[src/rtl/uart_pkg.sv]
// Shared definitions for the UART MMIO bridge: register offsets, STATUS/CTRL
// bit positions, the bridge FSM state encoding and the CTRL register layout.
package uart_pkg;

   localparam logic [3:0] ADDR_DATA   = 4'h0;
   localparam logic [3:0] ADDR_STATUS = 4'h4;
   localparam logic [3:0] ADDR_CTRL   = 4'h8;
   localparam logic [3:0] ADDR_RSVD   = 4'hC;

   localparam int STAT_RX_VALID   = 0;
   localparam int STAT_TX_READY   = 1;
   localparam int STAT_OVERRUN    = 2;
   localparam int STAT_TX_TIMEOUT = 3;

   localparam int CTRL_RX_IE  = 2;
   localparam int CTRL_TX_IE  = 3;
   localparam int CTRL_ERR_IE = 4;

   typedef enum logic [1:0] {
      ST_IDLE   = 2'd0,
      ST_ACCESS = 2'd1,
      ST_RESP   = 2'd2
   } bridge_state_e;

   typedef struct packed {
      logic       err_ie;
      logic       tx_ie;
      logic       rx_ie;
      logic [1:0] baud_sel;
   } ctrl_reg_t;

endpackage

[src/rtl/uart_mmio_bridge_if.sv]
// CPU-side load/store bus of the UART bridge. Handshake: the master raises req
// with we/addr/wdata stable and holds them until it samples ready high; ready is
// a one-cycle strobe during which rdata and err are valid. No response without req.
interface uart_mmio_bridge_if;
   logic        req;
   logic        we;
   logic [3:0]  addr;
   logic [31:0] wdata;
   logic [31:0] rdata;
   logic        ready;
   logic        err;

   modport master (output req, output we, output addr, output wdata,
                   input rdata, input ready, input err);
   modport slave  (input req, input we, input addr, input wdata,
                   output rdata, output ready, output err);
endinterface

[src/rtl/uart_mmio_bridge.sv]
// UART MMIO register front end: DATA push/pop, STATUS, CTRL, sticky errors and
// bounded TX wait. Optional interrupt logic is enabled by UART_BRIDGE_IRQ_EN.
module uart_mmio_bridge
   import uart_pkg::*;
#(
   parameter int DataWidth     = 8,
   parameter int TimeoutCycles = 1024
) (
   input  logic                 clk_i,
   input  logic                 rst_ni,
   uart_mmio_bridge_if.slave    bus,
   output logic                 tx_valid_o,
   output logic [DataWidth-1:0] tx_data_o,
   input  logic                 tx_ready_i,
   input  logic                 rx_valid_i,
   input  logic [DataWidth-1:0] rx_data_i,
   output logic                 rx_pop_o,
   input  logic                 rx_overrun_i,
   output logic [1:0]           baud_sel_o,
   output logic                 irq_o,
   output bridge_state_e        state_o
);

   localparam int CntWidth = (TimeoutCycles > 0) ? $clog2(TimeoutCycles + 1) : 1;

   bridge_state_e        state_q, state_d;
   logic                 we_q;
   logic [3:0]           addr_q;
   logic [31:0]          wdata_q;
   logic [CntWidth-1:0]  cnt_q, cnt_d;
   logic                 err_q, err_d;
   logic [31:0]          rdata_q, rdata_d;
   ctrl_reg_t            ctrl_q, ctrl_d;
   logic                 overrun_q, timeout_q;
   logic                 timeout_set, w1c_overrun, w1c_timeout;
   logic                 addr_ok, in_access, wait_expired;
   logic [31:0]          rx_word, status_word;
   logic                 unused_wdata;

   // Decode works on the latched request so no output depends on req directly.
   assign addr_ok      = (addr_q[1:0] == 2'b00) && (addr_q != ADDR_RSVD);
   assign in_access    = (state_q == ST_ACCESS);
   assign wait_expired = (TimeoutCycles != 0) && (cnt_q == CntWidth'(TimeoutCycles - 1));

   assign tx_valid_o = in_access && we_q && addr_ok && (addr_q == ADDR_DATA);
   assign tx_data_o  = tx_valid_o ? wdata_q[DataWidth-1:0] : '0;
   assign rx_pop_o   = in_access && !we_q && addr_ok && (addr_q == ADDR_DATA) && rx_valid_i;

   assign bus.ready  = (state_q == ST_RESP);
   assign bus.err    = (state_q == ST_RESP) && err_q;
   assign bus.rdata  = rdata_q;
   assign baud_sel_o = ctrl_q.baud_sel;
   assign state_o    = state_q;
   assign unused_wdata = ^wdata_q;

   always_comb begin
      rx_word     = 32'(rx_data_i);
      rx_word[31] = ~rx_valid_i;
      status_word = '0;
      status_word[STAT_RX_VALID]   = rx_valid_i;
      status_word[STAT_TX_READY]   = tx_ready_i;
      status_word[STAT_OVERRUN]    = overrun_q;
      status_word[STAT_TX_TIMEOUT] = timeout_q;
   end

   always_comb begin
      state_d     = state_q;
      cnt_d       = cnt_q;
      err_d       = err_q;
      rdata_d     = rdata_q;
      ctrl_d      = ctrl_q;
      timeout_set = 1'b0;
      w1c_overrun = 1'b0;
      w1c_timeout = 1'b0;
      unique case (state_q)
         ST_IDLE: begin
            if (bus.req) begin
               state_d = ST_ACCESS;
               cnt_d   = '0;
               err_d   = 1'b0;
               rdata_d = '0;
            end
         end
         ST_ACCESS: begin
            state_d = ST_RESP;
            if (!addr_ok) begin
               err_d   = 1'b1;
               rdata_d = '0;
            end else if (we_q) begin
               unique case (addr_q)
                  ADDR_DATA: begin
                     if (!tx_ready_i) begin
                        if (wait_expired) begin
                           timeout_set = 1'b1;
                           err_d       = 1'b1;
                        end else begin
                           state_d = ST_ACCESS;
                           // A zero timeout waits forever; keep the counter parked.
                           if (TimeoutCycles != 0) cnt_d = cnt_q + CntWidth'(1);
                        end
                     end
                  end
                  ADDR_STATUS: begin
                     w1c_overrun = wdata_q[STAT_OVERRUN];
                     w1c_timeout = wdata_q[STAT_TX_TIMEOUT];
                  end
                  ADDR_CTRL: begin
                     ctrl_d.baud_sel = wdata_q[1:0];
`ifdef UART_BRIDGE_IRQ_EN
                     ctrl_d.rx_ie  = wdata_q[CTRL_RX_IE];
                     ctrl_d.tx_ie  = wdata_q[CTRL_TX_IE];
                     ctrl_d.err_ie = wdata_q[CTRL_ERR_IE];
`endif
                  end
                  default: ;
               endcase
            end else begin
               unique case (addr_q)
                  ADDR_DATA:   rdata_d = rx_word;
                  ADDR_STATUS: rdata_d = status_word;
                  ADDR_CTRL:   rdata_d = 32'(ctrl_q);
                  default:     rdata_d = '0;
               endcase
            end
         end
         ST_RESP: state_d = ST_IDLE;
         default: state_d = ST_IDLE;
      endcase
   end

   always_ff @(posedge clk_i or negedge rst_ni) begin
      if (!rst_ni) begin
         state_q <= ST_IDLE;
         cnt_q   <= '0;
         err_q   <= 1'b0;
         rdata_q <= '0;
         ctrl_q  <= '0;
      end else begin
         state_q <= state_d;
         cnt_q   <= cnt_d;
         err_q   <= err_d;
         rdata_q <= rdata_d;
         ctrl_q  <= ctrl_d;
      end
   end

   always_ff @(posedge clk_i or negedge rst_ni) begin
      if (!rst_ni) begin
         we_q    <= 1'b0;
         addr_q  <= '0;
         wdata_q <= '0;
      end else if (state_q == ST_IDLE && bus.req) begin
         we_q    <= bus.we;
         addr_q  <= bus.addr;
         wdata_q <= bus.wdata;
      end
   end

   // A set arriving in the same cycle as its W1C clear wins.
   always_ff @(posedge clk_i or negedge rst_ni) begin
      if (!rst_ni) begin
         overrun_q <= 1'b0;
         timeout_q <= 1'b0;
      end else begin
         overrun_q <= rx_overrun_i | (overrun_q & ~w1c_overrun);
         timeout_q <= timeout_set  | (timeout_q & ~w1c_timeout);
      end
   end

`ifdef UART_BRIDGE_IRQ_EN
   logic irq_q;
   always_ff @(posedge clk_i or negedge rst_ni) begin
      if (!rst_ni) irq_q <= 1'b0;
      else irq_q <= (ctrl_q.rx_ie & rx_valid_i) | (ctrl_q.tx_ie & tx_ready_i) |
                    (ctrl_q.err_ie & (overrun_q | timeout_q));
   end
   assign irq_o = irq_q;
`else
   assign irq_o = 1'b0;
`endif

endmodule

[src/flat_wrapper.sv]
// flat-port wrapper written by rule: the top's interface ports become plain ports
module uart_mmio_bridge_flat import uart_pkg::*;
#(
   parameter int DataWidth     = 8,
   parameter int TimeoutCycles = 1024
)
  (clk_i, rst_ni, tx_valid_o, tx_data_o, tx_ready_i, rx_valid_i, rx_data_i, rx_pop_o, rx_overrun_i, baud_sel_o, irq_o, state_o, bus_req, bus_we, bus_addr, bus_wdata, bus_rdata, bus_ready, bus_err);
  uart_mmio_bridge_if bus_i ();
  input  logic clk_i;
  input  logic rst_ni;
  output logic tx_valid_o;
  output logic [DataWidth-1:0] tx_data_o;
  input  logic tx_ready_i;
  input  logic rx_valid_i;
  input  logic [DataWidth-1:0] rx_data_i;
  output logic rx_pop_o;
  input  logic rx_overrun_i;
  output logic [1:0] baud_sel_o;
  output logic irq_o;
  output bridge_state_e state_o;
  input wire logic [$bits(bus_i.req)-1:0] bus_req;
  input wire logic [$bits(bus_i.we)-1:0] bus_we;
  input wire logic [$bits(bus_i.addr)-1:0] bus_addr;
  input wire logic [$bits(bus_i.wdata)-1:0] bus_wdata;
  output wire logic [$bits(bus_i.rdata)-1:0] bus_rdata;
  output wire logic [$bits(bus_i.ready)-1:0] bus_ready;
  output wire logic [$bits(bus_i.err)-1:0] bus_err;
  assign bus_i.req = bus_req;
  assign bus_i.we = bus_we;
  assign bus_i.addr = bus_addr;
  assign bus_i.wdata = bus_wdata;
  assign bus_rdata = bus_i.rdata;
  assign bus_ready = bus_i.ready;
  assign bus_err = bus_i.err;
  uart_mmio_bridge #(.DataWidth(DataWidth), .TimeoutCycles(TimeoutCycles)) u_core (.clk_i(clk_i), .rst_ni(rst_ni), .bus(bus_i), .tx_valid_o(tx_valid_o), .tx_data_o(tx_data_o), .tx_ready_i(tx_ready_i), .rx_valid_i(rx_valid_i), .rx_data_i(rx_data_i), .rx_pop_o(rx_pop_o), .rx_overrun_i(rx_overrun_i), .baud_sel_o(baud_sel_o), .irq_o(irq_o), .state_o(state_o));
endmodule
[config.mk]
export PLATFORM = sky130hd
export DESIGN_NAME = uart_mmio_bridge_flat
export DESIGN_NICKNAME = d
export VERILOG_FILES = /design/src/rtl/uart_pkg.sv /design/src/rtl/uart_mmio_bridge_if.sv /design/src/rtl/uart_mmio_bridge.sv /design/src/flat_wrapper.sv
export SDC_FILE = /design/constraint.sdc
export NUM_CORES = 1
export LEC_CHECK = 0
export CAP_MARGIN = 20
export CORE_AREA = 4 4 88 66
export DETAILED_ROUTE_END_ITERATION = 7
export DIE_AREA = 0 0 92 70
export PLACE_DENSITY = 0.84
export SKIP_CTS_REPAIR_TIMING = 1
export SYNTH_ARGS = -nofsm -noshare
export SYNTH_HDL_FRONTEND = slang
export SYNTH_SLANG_ARGS = --single-unit
[constraint.sdc]
create_clock -name clk_i -period 4.4 [get_ports clk_i]
set_clock_uncertainty 0.15 [all_clocks]
set_input_delay 0.88 -clock clk_i [delete_from_list [all_inputs] [get_ports clk_i]]
set_output_delay 0.88 -clock clk_i [all_outputs]
set_load 0.005 [all_outputs]
==> impl_metrics.yaml <==
drt:
  drc_errors: 0
  vias_per_cell: 4.87
  wl_per_cell_microns: 13.0
  drt-total-wl_microns: 4770
  drt_iter0_markers: 123
  vias: 1783
  ant_nets: 0
  drt_first_pass_iters: 4
clock_tree:
  clk_latency_ns: 0.29
  clockBufferDepth: 2
  h-tree-depth: 2
  cts_buffers: 5
  cts_tree: "done"
  cts_root_buf: "clkbuf_8"
  cts.clk_slew.worst_paths_ns: 0.07
  numClockSinks: 40
synth:
  synth_area_leaders: "dfrtp_1 (46%), nand2_1 (11%), buf_4 (8.3%)"
  synth_seq_cells: 40
  synth_edf_count: 0
  yosysWarningCount: 0
  synthArstFlopShare_pct: 100
  ys.flop_type: "dfrtp_1"
  netlist_instances: 245
  synth_area_leader_cell: "dfrtp_1"
  synth_cell_types: 42
  netlist_area_sq_mm: 0.00217
  syn_area_per_cell_sq_um: 8.85
  synth_top_area_share_pct: 46.2
  yosysSeqAreaShare_pct: 46.2
worst_setup_path:
  cp_max_fo: 14
  cp.arrival_ns: 2.64
  cp-end-kind: "primary output"
  path_class: "reg -> out"
  cp_data_required_time_ns: 3.37
  critPathLaunchType: "register"
pwr:
  seq_power_share_pct: 45.9
  ir_worst_vdd_mv: 0.268
  power_switching_mw: 0.503
  power_density_mw_per_mm2: 477
  p_leak_nw: 1.24
  power_mw: 1.30
  p_sw_share_pct: 38.9
  pwr-share-comb_pct: 36.6
  p_int_mw: 0.792
  p_clk_share_pct: 17.4
status:
  outcome: "finished clean"
finish:
  syn2layout_area_growth_pct: 25.2
  n_antenna_cell: 0
  drive_gt1_share_pct: 6.12
  nNetsFinal: 346
  fillers: 470
grt:
  grt_pass1_vias: 1634
  grt_use_total_pct: 15.3
  antenna_found_initial: 0
  gr-total-overflow: 0
  grt_max_degree: 41
  grt_pass1_wl_microns: 7860
die:
  die_w_microns: 92
  initial_core_util_pct: 43.3
  io_pins: 100
  core_area_sq_mm: 0.00501
  design.die.area_sq_mm: 0.00644
  fp.dieH_microns: 70
  core.rowCount: 22
timing:
  hold_viol: 0
  relSlewSlack_pct: 42.9
  grt_setup_unrepaired: "no"
  finalSetupTns_ns: 0
  period_share_pct: 83.4
  slew_violations: 0
  worst_slew_pin_slew_ns: 0.856
  setup_violations: 0
  fin_crit_ns: 3.67
  max_freq_mhz: 273
placement:
  io_buffer_count: 51
  hpwl_microns: 3570
  globalplace.congestion: 0.777
worst_hold_path:
  hp-class: "reg -> reg"
run:
  cap_violations: 0
[kinds of logic (layout without fill, tap and decap cells)]
group / after synthesis / count (layout) / share of synthesized area (%)
and+or+nand+nor: 122 / 122 / 27.7
DFF: 40 / 40 / 46.2
AOI/OAI and AO/OA: 36 / 36 / 10.0
buffers and inverters: 35 / 61 / 10.7
muxes: 8 / 8 / 3.81
xor gates and xnor gates: 2 / 2 / 0.808
adders and majority gates: 1 / 1 / 0.577
other: 1 / 24 / 0.173
[synth_stat cells, drive strengths merged, types with 5 or more instances]
cell type	instances
nand2	65
mux2i	6
nand2b	6
nand3	5
nor2	9
and3	10
dfrtp	40
a21oi	7
buf	27
or3	7
o21ai	17
nor3	5
clkbuf	7
[power groups by stage]
stage / sequential (mW) / clock [mW] / combinational, mW
after global routing: 0.615 / 0.251 / 0.534
after detailed placement: 0.602 / 0 / 0.475
after CTS: 0.595 / 0.237 / 0.477
after global placement: 0.594 / 0 / 0.462
final: 0.595 / 0.226 / 0.475
after floorplan: 0.544 / 0 / 0.355
[final timing paths]
path / startpoint / end / slack (ns) / cells past startpoint
setup / recovery: u_core.addr_q[3] / tx_data_o[3] / 0.73 / 4
hold / removal: u_core.wdata_q[6] / u_core.wdata_q[6] / 0.32 / 2
setup reg to reg: u_core.cnt_q[0] / u_core.cnt_q[7] / 2.26 / 6
hold reg to reg: u_core.wdata_q[6] / u_core.wdata_q[6] / 0.32 / 2
max in group asynchronous: rst_ni / u_core.cnt_q[7] / 3.01 / 1
min in group asynchronous: rst_ni / u_core.bus.rdata[0] / 0.55 / 1
[cell type report]
cell class	count	area, sq um	area share, %
Clock inverter	1	5.00	0.184
Tap cell	72	90.1	3.32
Sequential cell	40	1000	36.9
Timing Repair Buffer	53	520	19.2
Multi-Input combinational cell	193	1020	37.6
Clock buffer	6	72.6	2.67
Inverter	1	3.75	0.138
[state kept, by name, summed over array words and instances, names as in the netlist]
name and flops:
u_core.we_q 1, u_core.addr_q 4, u_core.baud_sel_o 2, u_core.bus.rdata 9
u_core.overrun_q 1, u_core.err_q 1, u_core.cnt_q 11, u_core.timeout_q 1
u_core.wdata_q 8, u_core.state_o 2
[per-layer routing]
| layer | vias up | global-route usage (%) | part of all wire [%] | wire length [microns] |
|---|---|---|---|---|
| li1 | 876 | - | - | - |
| met1 | 855 | 20.8 | 46 | 2180 |
| met2 | 48 | 23.3 | 47 | 2260 |
| met4 | 0 | 7.08 | 1.6 | 75 |
| met3 | 4 | 3.34 | 5.3 | 253 |
| met5 | - | 0 | 0 | 0 |
[placed cells by master, fill, tap and decap left out, drive strengths merged, types with 2 or more instances in the layout]
cell type      instances
mux2i                  6
nand2                 65
conb                  24
a22o                   3
or3                    7
clkdlybuf4s50         50
nor2b                  3
and2                   2
o21ai                 17
a31oi                  3
clkbuf                 6
a21oi                  7
dfrtp                 40
nand2b                 6
nand4                  3
nand3                  5
nor4                   2
nor3                   5
a21o                   2
and3                  10
mux2                   2
buf                    3
nor2                   9
[critical path: stages (launching register included)]
cell and delay [ns]:
dfrtp_1 0.49, or3_1 0.46, nor3_2 0.64, and3_1 0.26, clkdlybuf4s50_1 0.51
[stage by stage]
| stage | instance area, sq um | util [%] | cells | hold slack [ns] | setup slack (ns) |
|---|---|---|---|---|---|
| floorplan | 2250 | - | 268 | 0.287 | 1.90 |
| finish | 2710 | 54.2 | 366 | 0.324 | 0.732 |
| CTS | 2710 | 54.2 | 366 | 0.328 | 0.719 |
| detailed placement | 2640 | 52.6 | 359 | 0.310 | 1.05 |
| global placement | 2640 | 52.6 | 359 | 0.303 | 1.08 |
| global route | 2710 | 54.2 | 366 | 0.345 | 0.547 |
No activity file was read; power rests on OpenSTA's default activity.
